$ cat src/rtl/bsg_manycore_tile_loader.sv
// Host-side loader for one vanilla tile: freeze, set pc_init, stream program stores,
// wait for every store ack, then unfreeze. Store acks are tracked with a credit counter.
module bsg_manycore_tile_loader #(
  parameter int x_cord_width_p    = 4,
  parameter int y_cord_width_p    = 4,
  parameter int addr_width_p      = 16,
  parameter int data_width_p      = 32,
  parameter int max_out_credits_p = 32,
  parameter logic [addr_width_p-1:0] csr_freeze_addr_p  = '0,
  parameter logic [addr_width_p-1:0] csr_pc_init_addr_p = '0
) (
  input  logic                          clk_i,
  input  logic                          reset_i,
  input  logic                          start_v_i,
  input  logic [x_cord_width_p-1:0]     tgt_x_i,
  input  logic [y_cord_width_p-1:0]     tgt_y_i,
  input  logic [data_width_p-1:0]       pc_init_i,
  input  logic                          prog_v_i,
  input  logic [addr_width_p-1:0]       prog_addr_i,
  input  logic [data_width_p-1:0]       prog_data_i,
  input  logic                          prog_last_i,
  output logic                          prog_yumi_o,
  output logic                          out_v_o,
  output logic [addr_width_p-1:0]       out_addr_o,
  output logic [data_width_p-1:0]       out_data_o,
  output logic [(data_width_p/8)-1:0]   out_mask_o,
  output logic [x_cord_width_p-1:0]     out_x_o,
  output logic [y_cord_width_p-1:0]     out_y_o,
  input  logic                          out_credit_or_ready_i,
  input  logic                          returned_v_i,
  output logic                          returned_yumi_o,
  output logic                          busy_o,
  output logic                          done_o
);

  localparam int credit_width_lp = $clog2(max_out_credits_p + 1);

  typedef enum logic [2:0] {
    S_IDLE, S_FREEZE, S_PC, S_LOAD, S_DRAIN, S_UNFREEZE, S_FIN
  } state_e;

  state_e                      r_state;
  logic [credit_width_lp-1:0]  r_credits;
  logic [x_cord_width_p-1:0]   r_tgt_x;
  logic [y_cord_width_p-1:0]   r_tgt_y;
  logic [data_width_p-1:0]     r_pc_init;
  logic                        r_busy;
  logic                        r_done;

  logic                        w_credit_ok;
  logic                        w_pending;
  logic                        w_send;
  logic                        w_ack;
  logic [addr_width_p-1:0]     w_addr;
  logic [data_width_p-1:0]     w_data;

  assign w_credit_ok = (r_credits < credit_width_lp'(max_out_credits_p));

  // Packet source depends only on state; LOAD forwards the program stream directly.
  always_comb begin
    w_pending = 1'b0;
    w_addr    = prog_addr_i;
    w_data    = prog_data_i;
    case (r_state)
      S_FREEZE: begin
        w_pending = 1'b1;
        w_addr    = csr_freeze_addr_p;
        w_data    = {{(data_width_p-1){1'b0}}, 1'b1};
      end
      S_PC: begin
        w_pending = 1'b1;
        w_addr    = csr_pc_init_addr_p;
        w_data    = r_pc_init;
      end
      S_LOAD: w_pending = prog_v_i;
      S_UNFREEZE: begin
        w_pending = 1'b1;
        w_addr    = csr_freeze_addr_p;
        w_data    = '0;
      end
      default: w_pending = 1'b0;
    endcase
  end

  assign out_v_o         = w_pending & w_credit_ok;
  assign w_send          = out_v_o & out_credit_or_ready_i;
  assign prog_yumi_o     = w_send & (r_state == S_LOAD);
  assign out_addr_o      = w_addr;
  assign out_data_o      = w_data;
  assign out_mask_o      = '1;
  assign out_x_o         = r_tgt_x;
  assign out_y_o         = r_tgt_y;
  assign returned_yumi_o = returned_v_i;
  assign busy_o          = r_busy;
  assign done_o          = r_done;

  // A stray ack at zero credits is dropped so the counter cannot wrap.
  assign w_ack = returned_v_i & (r_credits != '0);

  always_ff @(posedge clk_i) begin
    if (reset_i) begin
      r_credits <= '0;
    end else if (w_send & ~w_ack) begin
      r_credits <= r_credits + 1'b1;
    end else if (~w_send & w_ack) begin
      r_credits <= r_credits - 1'b1;
    end
  end

  always_ff @(posedge clk_i) begin
    if (reset_i) begin
      r_state   <= S_IDLE;
      r_busy    <= 1'b0;
      r_done    <= 1'b0;
      r_tgt_x   <= '0;
      r_tgt_y   <= '0;
      r_pc_init <= '0;
    end else begin
      case (r_state)
        S_IDLE: if (start_v_i) begin
          r_tgt_x   <= tgt_x_i;
          r_tgt_y   <= tgt_y_i;
          r_pc_init <= pc_init_i;
          r_done    <= 1'b0;
          r_busy    <= 1'b1;
          r_state   <= S_FREEZE;
        end
        S_FREEZE: if (w_send) r_state <= S_PC;
        S_PC:     if (w_send) r_state <= S_LOAD;
        S_LOAD:   if (w_send & prog_last_i) r_state <= S_DRAIN;
        S_DRAIN:  if (r_credits == '0) r_state <= S_UNFREEZE;
        S_UNFREEZE: if (w_send) begin
          r_busy  <= 1'b0;
          r_state <= S_FIN;
        end
        S_FIN: if (r_credits == '0) begin
          r_done  <= 1'b1;
          r_state <= S_IDLE;
        end
        default: r_state <= S_IDLE;
      endcase
    end
  end

  a_no_stray_ack: assert property (@(posedge clk_i) disable iff (reset_i)
                                   !(returned_v_i && (r_credits == '0)));

endmodule

$ cat config.mk
export PLATFORM = sky130hd
export DESIGN_NAME = bsg_manycore_tile_loader
export DESIGN_NICKNAME = d
export VERILOG_FILES = /design/src/rtl/bsg_manycore_tile_loader.sv
export SDC_FILE = /design/constraint.sdc
export NUM_CORES = 1
export LEC_CHECK = 0
export BUFFER_PORTS_ARGS = -buffer_cell sky130_fd_sc_hd__buf_2
export CAP_MARGIN = 20
export CORE_ASPECT_RATIO = 0.5
export CORE_MARGIN = 2
export CORE_UTILIZATION = 45
export CTS_CLUSTER_DIAMETER = 80
export DETAILED_ROUTE_END_ITERATION = 12
export HOLD_SLACK_MARGIN = 0.12
export PLACE_DENSITY = 0.93
export SYNTH_ARGS = -nofsm -noshare
export SYNTH_HDL_FRONTEND = slang
export SYNTH_SLANG_ARGS = --single-unit
$ cat constraint.sdc
create_clock -name clk_i -period 4 [get_ports clk_i]
set_input_delay 1 -clock clk_i [delete_from_list [all_inputs] [get_ports clk_i]]
set_output_delay 1 -clock clk_i [all_outputs]
set_load 0.05 [all_outputs]
==> flow_summary.ini, run 1 <==
[outcome]
status = complete, no violations

[cts]
cts_tree = yes
clock_latency_ns = 0.28
cts_resized = 0
h-tree-depth = 2
numClockSinks = 51
cts_buffer_depth = 2
cts_hold_buffers = 0
clk_pin_slew_ns = 0.07
cts.root.buffer_cell = clkbuf_16
numCtsBuffers = 5
cts_setup_buffers = 0

[global_route]
overflow = 0
antenna_found_initial = 0
grt_pass1_wl_microns = 11520
grt_max_degree = 63
grt_pass1_vias = 2675
grt_usage = 0.2064

[timing]
maxSlewHeadroom = 0.3638
fin_setup_tns_ns = 0
period_needed_ns = 3.272
fin_ws_ns = 0.7282
whs_ns = 0.4555
slew_violations = 0
setup_viol = 0
fmax_ghz = 0.3056
worstMarginPinSlew_ns = 0.9542
rsz0062_at_grt = false
min_period_over_period = 0.8180
finalHoldViolations = 0
skew_ns = 0.004181

[pwr]
power_density_nw_per_um2 = 549.1
p_leak_nw = 1.762
ir_worst_vdd_uv = 237.6

[worst_setup_path]
crit_required_ns = 3.00
worstPathArrival_ns = 2.27
critPathLaunchType = flip-flop
endpoint_kind = primary output
path_class = flip-flop to primary output
cp_max_fo = 62

[final_layout]
fill_cells = 541
antenna_cells = 0
final_util = 0.6215
final_nets = 637
fin_cells = 614
drive_above_1_share = 0.3277
syn_to_final_growth_pct = 34.55

[die]
dieArea_sq_um = 6846
rows = 20
start_util = 0.4619
ios = 160
die_h_microns = 59.52
core_area_sq_um = 6006
die_w_microns = 115.0

[drt]
vias = 3043
routed_wl_microns = 7425
drt_first_pass_iters = 4
ant_nets = 0
drc_errors = 0
avgRoutedWirePerCell_microns = 12.09
drt-initial-drc-count = 129
viasPerCell = 4.956

[placed_design]
portBuffers = 155
pre_cts_slack_ns = 0.5036
placed_cells = 606
place_congestion = 0.8683
dpl.hpwl_microns = 5318

[yosys]
async_flop_share = 0
synth_cell_type_count = 43
synthCells = 401
ys_ff_latch = 51
synth_edf_count = 0
ys_seq_area_frac = 0.3681
ys.flop_type = dfxtp_1
netlist_area_sq_um = 2774
yosys_warnings = 0
synth.avg_cell_area_sq_um = 6.917

[run]
cap_violations = 0

[min_path]
min_path_type = flip-flop to flip-flop
## per-layer routing
layer,track usage,up-vias,wire length (microns)
met2,0.4000,58,3860
met4,0.05336,0,99
met3,0.01943,11,201
li1,-,1581,-
met1,0.2498,1393,3263
met5,0,-,0
## worst max-delay path, cell delays in order (launching register included)
cell and delay [ns]:
dfxtp_1 0.65, nor3b_4 0.28, buf_4 0.47, nand2_1 0.15
o21ai_0 0.12, buf_2 0.30
## cell usage in the layout, fill, tap and decap left out, types with 2 or more instances in the layout
| cell type | instances |
|---|---|
| dfxtp_1 | 51 |
| buf_2 | 155 |
| a21oi_1 | 47 |
| buf_4 | 4 |
| xnor2_1 | 2 |
| nand2b_1 | 3 |
| conb_1 | 4 |
| ha_1 | 5 |
| and2_1 | 17 |
| a311oi_1 | 2 |
| nor2_1 | 12 |
| o21ai_0 | 37 |
| nand3b_1 | 2 |
| nor3_1 | 2 |
| bufinv_16 | 2 |
| clkbuf_16 | 5 |
| inv_1 | 6 |
| nand2_1 | 151 |
| xor2_1 | 2 |
| nor2b_1 | 2 |
| nor4_1 | 2 |
## state kept, by name, summed over array words and instances, names as in the netlist
name	count
done_o	1
out_y_o	4
r_pc_init	32
r_credits	6
r_state	3
out_x_o	4
busy_o	1
## final cells by class
class | count | area [sq um] | share of cell area
Clock buffer | 5 | 125.1 | 0.03352
Tap cell | 77 | 96.34 | 0.02581
Clock inverter | 3 | 67.56 | 0.01810
Timing Repair Buffer | 159 | 805.8 | 0.2159
Multi-Input combinational cell | 313 | 1594 | 0.4271
Sequential cell | 51 | 1021 | 0.2736
Inverter | 6 | 22.52 | 0.006034
## power by group
part           total, mW  internal, mW  leakage, nW  switching [mW]
combinational      0.886         0.276         1.25           0.610
sequential         0.625         0.566        0.418          0.0589
clock              0.539         0.358       0.0900           0.181
total               2.05          1.20         1.76           0.849
## per-stage QoR
step / power (mW) / instance area [sq um]
finish: 2.049 / 3732
global route: 2.160 / 3732
CTS: 2.063 / 3732
detailed placement: 1.520 / 3540
global placement: 1.495 / 3540
floorplan: 1.323 / 2785
## final timing paths
check / startpoint / endpoint / slack [ns] / cells past startpoint
min: r_pc_init[30]$_SDFFE_PP0P_ / r_pc_init[30]$_SDFFE_PP0P_ / 0.46 / 2
min reg2reg: r_pc_init[30]$_SDFFE_PP0P_ / r_pc_init[30]$_SDFFE_PP0P_ / 0.46 / 2
max: r_state[1]$_SDFFE_PP0P_ / out_data_o[12] / 0.73 / 5
max reg2reg: r_state[0]$_SDFFE_PP0P_ / r_credits[5]$_SDFFE_PP0P_ / 0.96 / 12
## Yosys cell counts (3+ instances only)
cell	number	area, sq um
inv_1	6	22.52
dfxtp_1	51	1021
nand2_1	151	566.8
nor2_1	12	45.04
a21oi_1	47	235.2
buf_4	5	37.54
nand2b_1	3	18.77
clkbuf_1	23	86.33
and2_1	17	106.4
ha_1	5	62.56
o21ai_0	37	185.2
buf_2	6	30.03
## cells by family (layout without fill, tap and decap cells)
logic type               after synthesis  count (layout)  synth area share
AO/OA/AOI/OAI                         99              99            0.2093
XOR/XNOR                               4               4           0.01263
adder cells (fa/ha/maj)                6               6           0.02977
buffers and inverters                 40             173           0.06360
flip-flops                            51              51            0.3681
multiplexers                           1               1          0.003609
other                                  1               4          0.001352
AND/OR/NAND/NOR                      199             199            0.3117
Note: power is estimated with default switching activity, not from simulation.
==> run 2: changes to the inputs <==
--- a/config.mk
+++ b/config.mk
@@ -9,11 +9,11 @@
 export CAP_MARGIN = 20
 export CORE_ASPECT_RATIO = 0.5
 export CORE_MARGIN = 2
-export CORE_UTILIZATION = 45
+export CORE_UTILIZATION = 44
 export CTS_CLUSTER_DIAMETER = 80
 export DETAILED_ROUTE_END_ITERATION = 12
 export HOLD_SLACK_MARGIN = 0.12
-export PLACE_DENSITY = 0.93
+export PLACE_DENSITY = 0.91
 export SYNTH_ARGS = -nofsm -noshare
 export SYNTH_HDL_FRONTEND = slang
 export SYNTH_SLANG_ARGS = --single-unit
==> constraint.sdc (replaced) <==
create_clock -name clk_i -period 3.2 [get_ports clk_i]
set_input_delay 0.8 -clock clk_i [delete_from_list [all_inputs] [get_ports clk_i]]
set_output_delay 0.8 -clock clk_i [all_outputs]
set_load 0.05 [all_outputs]
==> flow_summary.ini, run 2 (synthesis gave the netlist of run 1 again) <==
[cts]
h-tree-depth = 2
cts_tree = yes
cts.root.buffer_cell = clkbuf_16
cts_hold_buffers = 0
cts_setup_buffers = 0
cts_buffer_depth = 2
numCtsBuffers = 5
clk_pin_slew_ns = 0.06
numClockSinks = 51
clock_latency_ns = 0.29

[drt]
drt-initial-drc-count = 126
avgRoutedWirePerCell_microns = 12.18
drt_first_pass_iters = 4
routed_wl_microns = 7649
ant_nets = 0
vias = 3050
route.top_layer_used = met4
routedLengthMet1_microns = 3381
wl_met2_microns = 3899
drc_errors = 0
dr_wl_met3_microns = 308
viasPerCell = 4.857

[final_layout]
final_nets = 640
syn_to_final_growth_pct = 35.50
layout_common_cells = buf_2, nand2_1, dfxtp_1
fin_cells = 628
fill_cells = 579
regMostFlops = r_pc_init
largestRegisters = r_pc_init (32), r_credits (6)
layout_commonest_cell = buf_2
antenna_cells = 0
drive_above_1_share = 0.3315
largest_reg_flops = 32

[die]
rows = 20
dieArea_sq_um = 6994
core_area_sq_um = 6081
die_w_microns = 116.3
die_h_microns = 60.15
ios = 160
start_util = 0.4562

[timing]
maxSlewHeadroom = 0.4666
fin_setup_tns_ns = 0
setup_viol = 0
min_period_over_period = 0.9269
fmax_ghz = 0.3371
finalHoldViolations = 0
fin_ws_ns = 0.2339
slew_violations = 0
worstMarginPinSlew_ns = 0.7972
skew_ns = 0.005017
rsz0062_at_grt = false
period_needed_ns = 2.966
whs_ns = 0.4523

[global_route]
grt_pass1_wl_microns = 11770
grt_pass1_vias = 2547
antenna_found_initial = 0
overflow = 0
grt_usage = 0.2130
grt_max_degree = 63

[placed_design]
place_congestion = 0.8346
portBuffers = 155
placed_cells = 620
dpl.hpwl_microns = 5684
pre_cts_slack_ns = 0.01143

[min_path]
min_path_type = flip-flop to flip-flop
hp-start = out_y_o[0]$_SDFFE_PP0P_

[worst_setup_path]
rr_startpoint = r_state[1]$_SDFFE_PP0P_
critPathLaunchType = flip-flop
path_class = flip-flop to primary output
crit_chain = nor2b_1 -> nor2_1 -> and2_1 -> buf_2
worstPathArrival_ns = 2.17
cp_max_fo = 17
startpoint = r_state[1]$_SDFFE_PP0P_
endpoint_kind = primary output
crit_required_ns = 2.40
critical-path-slowest-cell = dfxtp_1
max_stage_delay_ns = 0.63

[pwr]
intPower_mw = 1.397
switching_share = 0.4326
seqPwrFrac = 0.316
p_leak_nw = 1.771
power_density_nw_per_um2 = 655.0
ir_worst_vdd_uv = 399.1
clock_power_share = 0.225
p_sw_mw = 1.065
pwr-share-comb = 0.459

[run]
cap_violations = 0

[outcome]
status = complete, no violations
[run 2: cell types whose count changed in the layout (fill, tap and decap cells not counted), sizes merged]
cell      change
buf           +3
bufinv        -2
clkbuf        +3
clkinvlp      -1
[run 2: worst max-delay path, delay by kind of cell (launching register included)]
| kind | cells | cell delay (ns) |
|---|---|---|
| AND/OR/NAND/NOR | 3 | 0.99 |
| flip-flops | 1 | 0.63 |
| buffers and inverters | 1 | 0.26 |
[run 2: area by class of cell]
class	count	area (sq um)	share of cell area
multi-input cells	313	1594	0.4241
flip-flops and latches	51	1022	0.2720
repair buffers	162	853.3	0.2270
clock buffers	8	156.4	0.04161
well taps	88	110.1	0.02929
inverters	6	22.52	0.005992
[run 2: repair_timing]
item	CTS	global route
hold endpoints to repair	0	0
endpoints found under the setup margin	0	1
gates resized for setup	0	1
[run 2: per-stage QoR]
| step | instance area [sq um] | total power [mW] | utilization |
|---|---|---|---|
| global route | 3759 | 2.607 | 0.6181 |
| global placement | 3601 | 1.878 | 0.5922 |
| CTS | 3757 | 2.471 | 0.6179 |
| finish | 3759 | 2.462 | 0.6181 |
| floorplan | 2785 | 1.654 | - |
| detailed placement | 3601 | 1.917 | 0.5922 |
[run 2: routing by layer]
layer,track usage,vias to the layer above
met5,0,-
met2,0.3962,75
met1,0.2620,1382
met3,0.03550,9
li1,-,1584
met4,0.04932,0
[run 2: final timing paths]
check                                    to  depth (start not counted)  slack, ns
hold reg to reg     out_y_o[0]$_SDFFE_PP0P_                          2       0.45
setup / recovery              out_addr_o[5]                          4       0.23
setup reg to reg  r_credits[5]$_SDFFE_PP0P_                         11       0.36
hold / removal      out_y_o[0]$_SDFFE_PP0P_                          2       0.45
[run 2: power groups by stage]
stage / clock [mW] / sequential (mW) / combinational (mW)
global placement: 0 / 0.788 / 1.09
finish: 0.553 / 0.779 / 1.13
detailed placement: 0 / 0.792 / 1.13
global route: 0.592 / 0.790 / 1.22
floorplan: 0 / 0.806 / 0.848
CTS: 0.565 / 0.778 / 1.13
==> run 3: changes to the inputs <==
--- a/config.mk
+++ b/config.mk
@@ -6,7 +6,7 @@
 export NUM_CORES = 1
 export LEC_CHECK = 0
 export BUFFER_PORTS_ARGS = -buffer_cell sky130_fd_sc_hd__buf_2
-export CAP_MARGIN = 20
+export CAP_MARGIN = 10
 export CORE_ASPECT_RATIO = 0.5
 export CORE_MARGIN = 2
 export CORE_UTILIZATION = 44
==> constraint.sdc (replaced) <==
create_clock -name clk_i -period 3.2 [get_ports clk_i]
set_input_delay 0.32 -clock clk_i [delete_from_list [all_inputs] [get_ports clk_i]]
set_output_delay 0.32 -clock clk_i [all_outputs]
set_load 0.05 [all_outputs]
==> flow_summary.ini, run 3 (synthesis gave the netlist of run 1 again) <==
[final_layout]
drive_above_1_share = 0.3321
final_nets = 640
layout_common_cells = buf_2, nand2_1, dfxtp_1
largestRegisters = r_pc_init (32), r_credits (6)
fin_cells = 627
final_util = 0.6119
regMostFlops = r_pc_init
fin_area_sq_um = 3721
largest_reg_flops = 32
syn_to_final_growth_pct = 34.15
antenna_cells = 0
layout_commonest_cell = buf_2
fill_cells = 577

[worst_setup_path]
critical-path-slowest-cell = dfxtp_1
crit_buf_inv = 1
crit_chain = a21bo_2 -> o21ai_0 -> nor2_1 -> ha_1 -> inv_1 -> ha_1 -> a211oi_1 -> or3_1 -> nand3_1 -> xnor2_1 -> nor2_1
crit_required_ns = 3.36
cp_top_family = compound AO/OA/AOI/OAI gates
endpoint_kind = flip-flop
cp_max_fo = 16
max_stage_delay_ns = 0.62
path_class = flip-flop to flip-flop
critPathLaunchType = flip-flop
worstPathArrival_ns = 3.11

[drt]
drt_first_pass_iters = 4
drt-initial-drc-count = 106
avgRoutedWirePerCell_microns = 11.71
viasPerCell = 4.831
routedLengthMet1_microns = 3233
routed_wl_microns = 7343
vias = 3029
ant_nets = 0
wl_met2_microns = 3728
drc_errors = 0
route.top_layer_used = met4
dr_wl_met3_microns = 268

[global_route]
overflow = 0
antenna_found_initial = 0
grt_max_degree = 41
grt_pass1_vias = 2544
grt_pass1_wl_microns = 11250
grt_usage = 0.2048

[cts]
numCtsBuffers = 5
clock_latency_ns = 0.28
cts_resized = 0
numClockSinks = 51
cts.root.buffer_cell = clkbuf_16
cts_setup_buffers = 0
h-tree-depth = 2
cts_tree = yes
cts_buffer_depth = 2
clk_pin_slew_ns = 0.06
cts_hold_buffers = 0

[placed_design]
dpl.hpwl_microns = 5493
place_congestion = 0.8969
placed_cells = 620
portBuffers = 155
post_dp_cell_area_sq_um = 3576

[pwr]
p_leak_nw = 1.760
power_density_nw_per_um2 = 647.8
ir_worst_vdd_uv = 313.2

[die]
ios = 160
core_area_sq_um = 6081
die_h_microns = 60.15
start_util = 0.4562
die_w_microns = 116.3
dieArea_sq_um = 6994
rows = 20

[timing]
fin_setup_tns_ns = 0
period_needed_ns = 2.948
maxSlewHeadroom = 0.4626
slew_violations = 0
setup_viol = 0
rsz0062_at_grt = false
fmax_ghz = 0.3392
worstMarginPinSlew_ns = 0.8031
min_period_over_period = 0.9214
skew_ns = 0.004999
finalHoldViolations = 0

[run]
cap_violations = 0

[min_path]
min_path_type = input port to flip-flop

[outcome]
status = complete, no violations
run 3: cell types whose count changed in the layout (fill, tap and decap cells not counted), sizes merged:
| cell | delta |
|---|---|
| clkbuf | -2 |
| clkinv | +1 |
run 3: cell type report:
type	count	area, sq um	share of cell area
Clock inverter	1	5.005	0.001345
Timing Repair Buffer	162	828.3	0.2226
Inverter	6	22.52	0.006052
Multi-Input combinational cell	313	1594	0.4284
Sequential cell	51	1022	0.2747
Tap cell	88	110.1	0.02959
Clock buffer	6	138.9	0.03732
run 3: worst min-delay path, stage by stage:
cell and delay [ns]:
buf_2 0.09, nand2_1 0.04, a21oi_1 0.05
run 3: metal layers:
metal / GRT usage / vias to the layer above
li1: - / 1587
met1: 0.2511 / 1368
met3: 0.04158 / 13
met5: 0 / -
met2: 0.3630 / 61
met4: 0.07313 / 0
run 3: power by group:
part | switching [mW] | leakage [nW] | internal [mW]
Combinational | 0.765 | 1.27 | 0.350
Sequential | 0.0686 | 0.419 | 0.708
Clock | 0.213 | 0.0727 | 0.305
Total | 1.05 | 1.76 | 1.36
run 3: path summary, 6_finish.rpt:
check | startpoint | end | depth (start not counted) | slack [ns]
max | r_state[1]$_SDFFE_PP0P_ | r_credits[5]$_SDFFE_PP0P_ | 11 | 0.25
min | pc_init_i[19] | r_pc_init[19]$_SDFFE_PP0P_ | 3 | 0.27
max reg2reg | r_state[1]$_SDFFE_PP0P_ | r_credits[5]$_SDFFE_PP0P_ | 11 | 0.25
min reg2reg | out_x_o[1]$_SDFFE_PP0P_ | out_x_o[1]$_SDFFE_PP0P_ | 2 | 0.45
run 3: through the flow:
stage	worst slack, ns	power (mW)	hold slack, ns
after floorplan	0.7206	1.654	0.4332
after global placement	0.4319	1.872	0.4400
after detailed placement	0.2532	1.902	0.4458
after CTS	0.2285	2.422	0.2638
after global routing	0.01600	2.556	0.2649
final	0.2516	2.411	0.2691
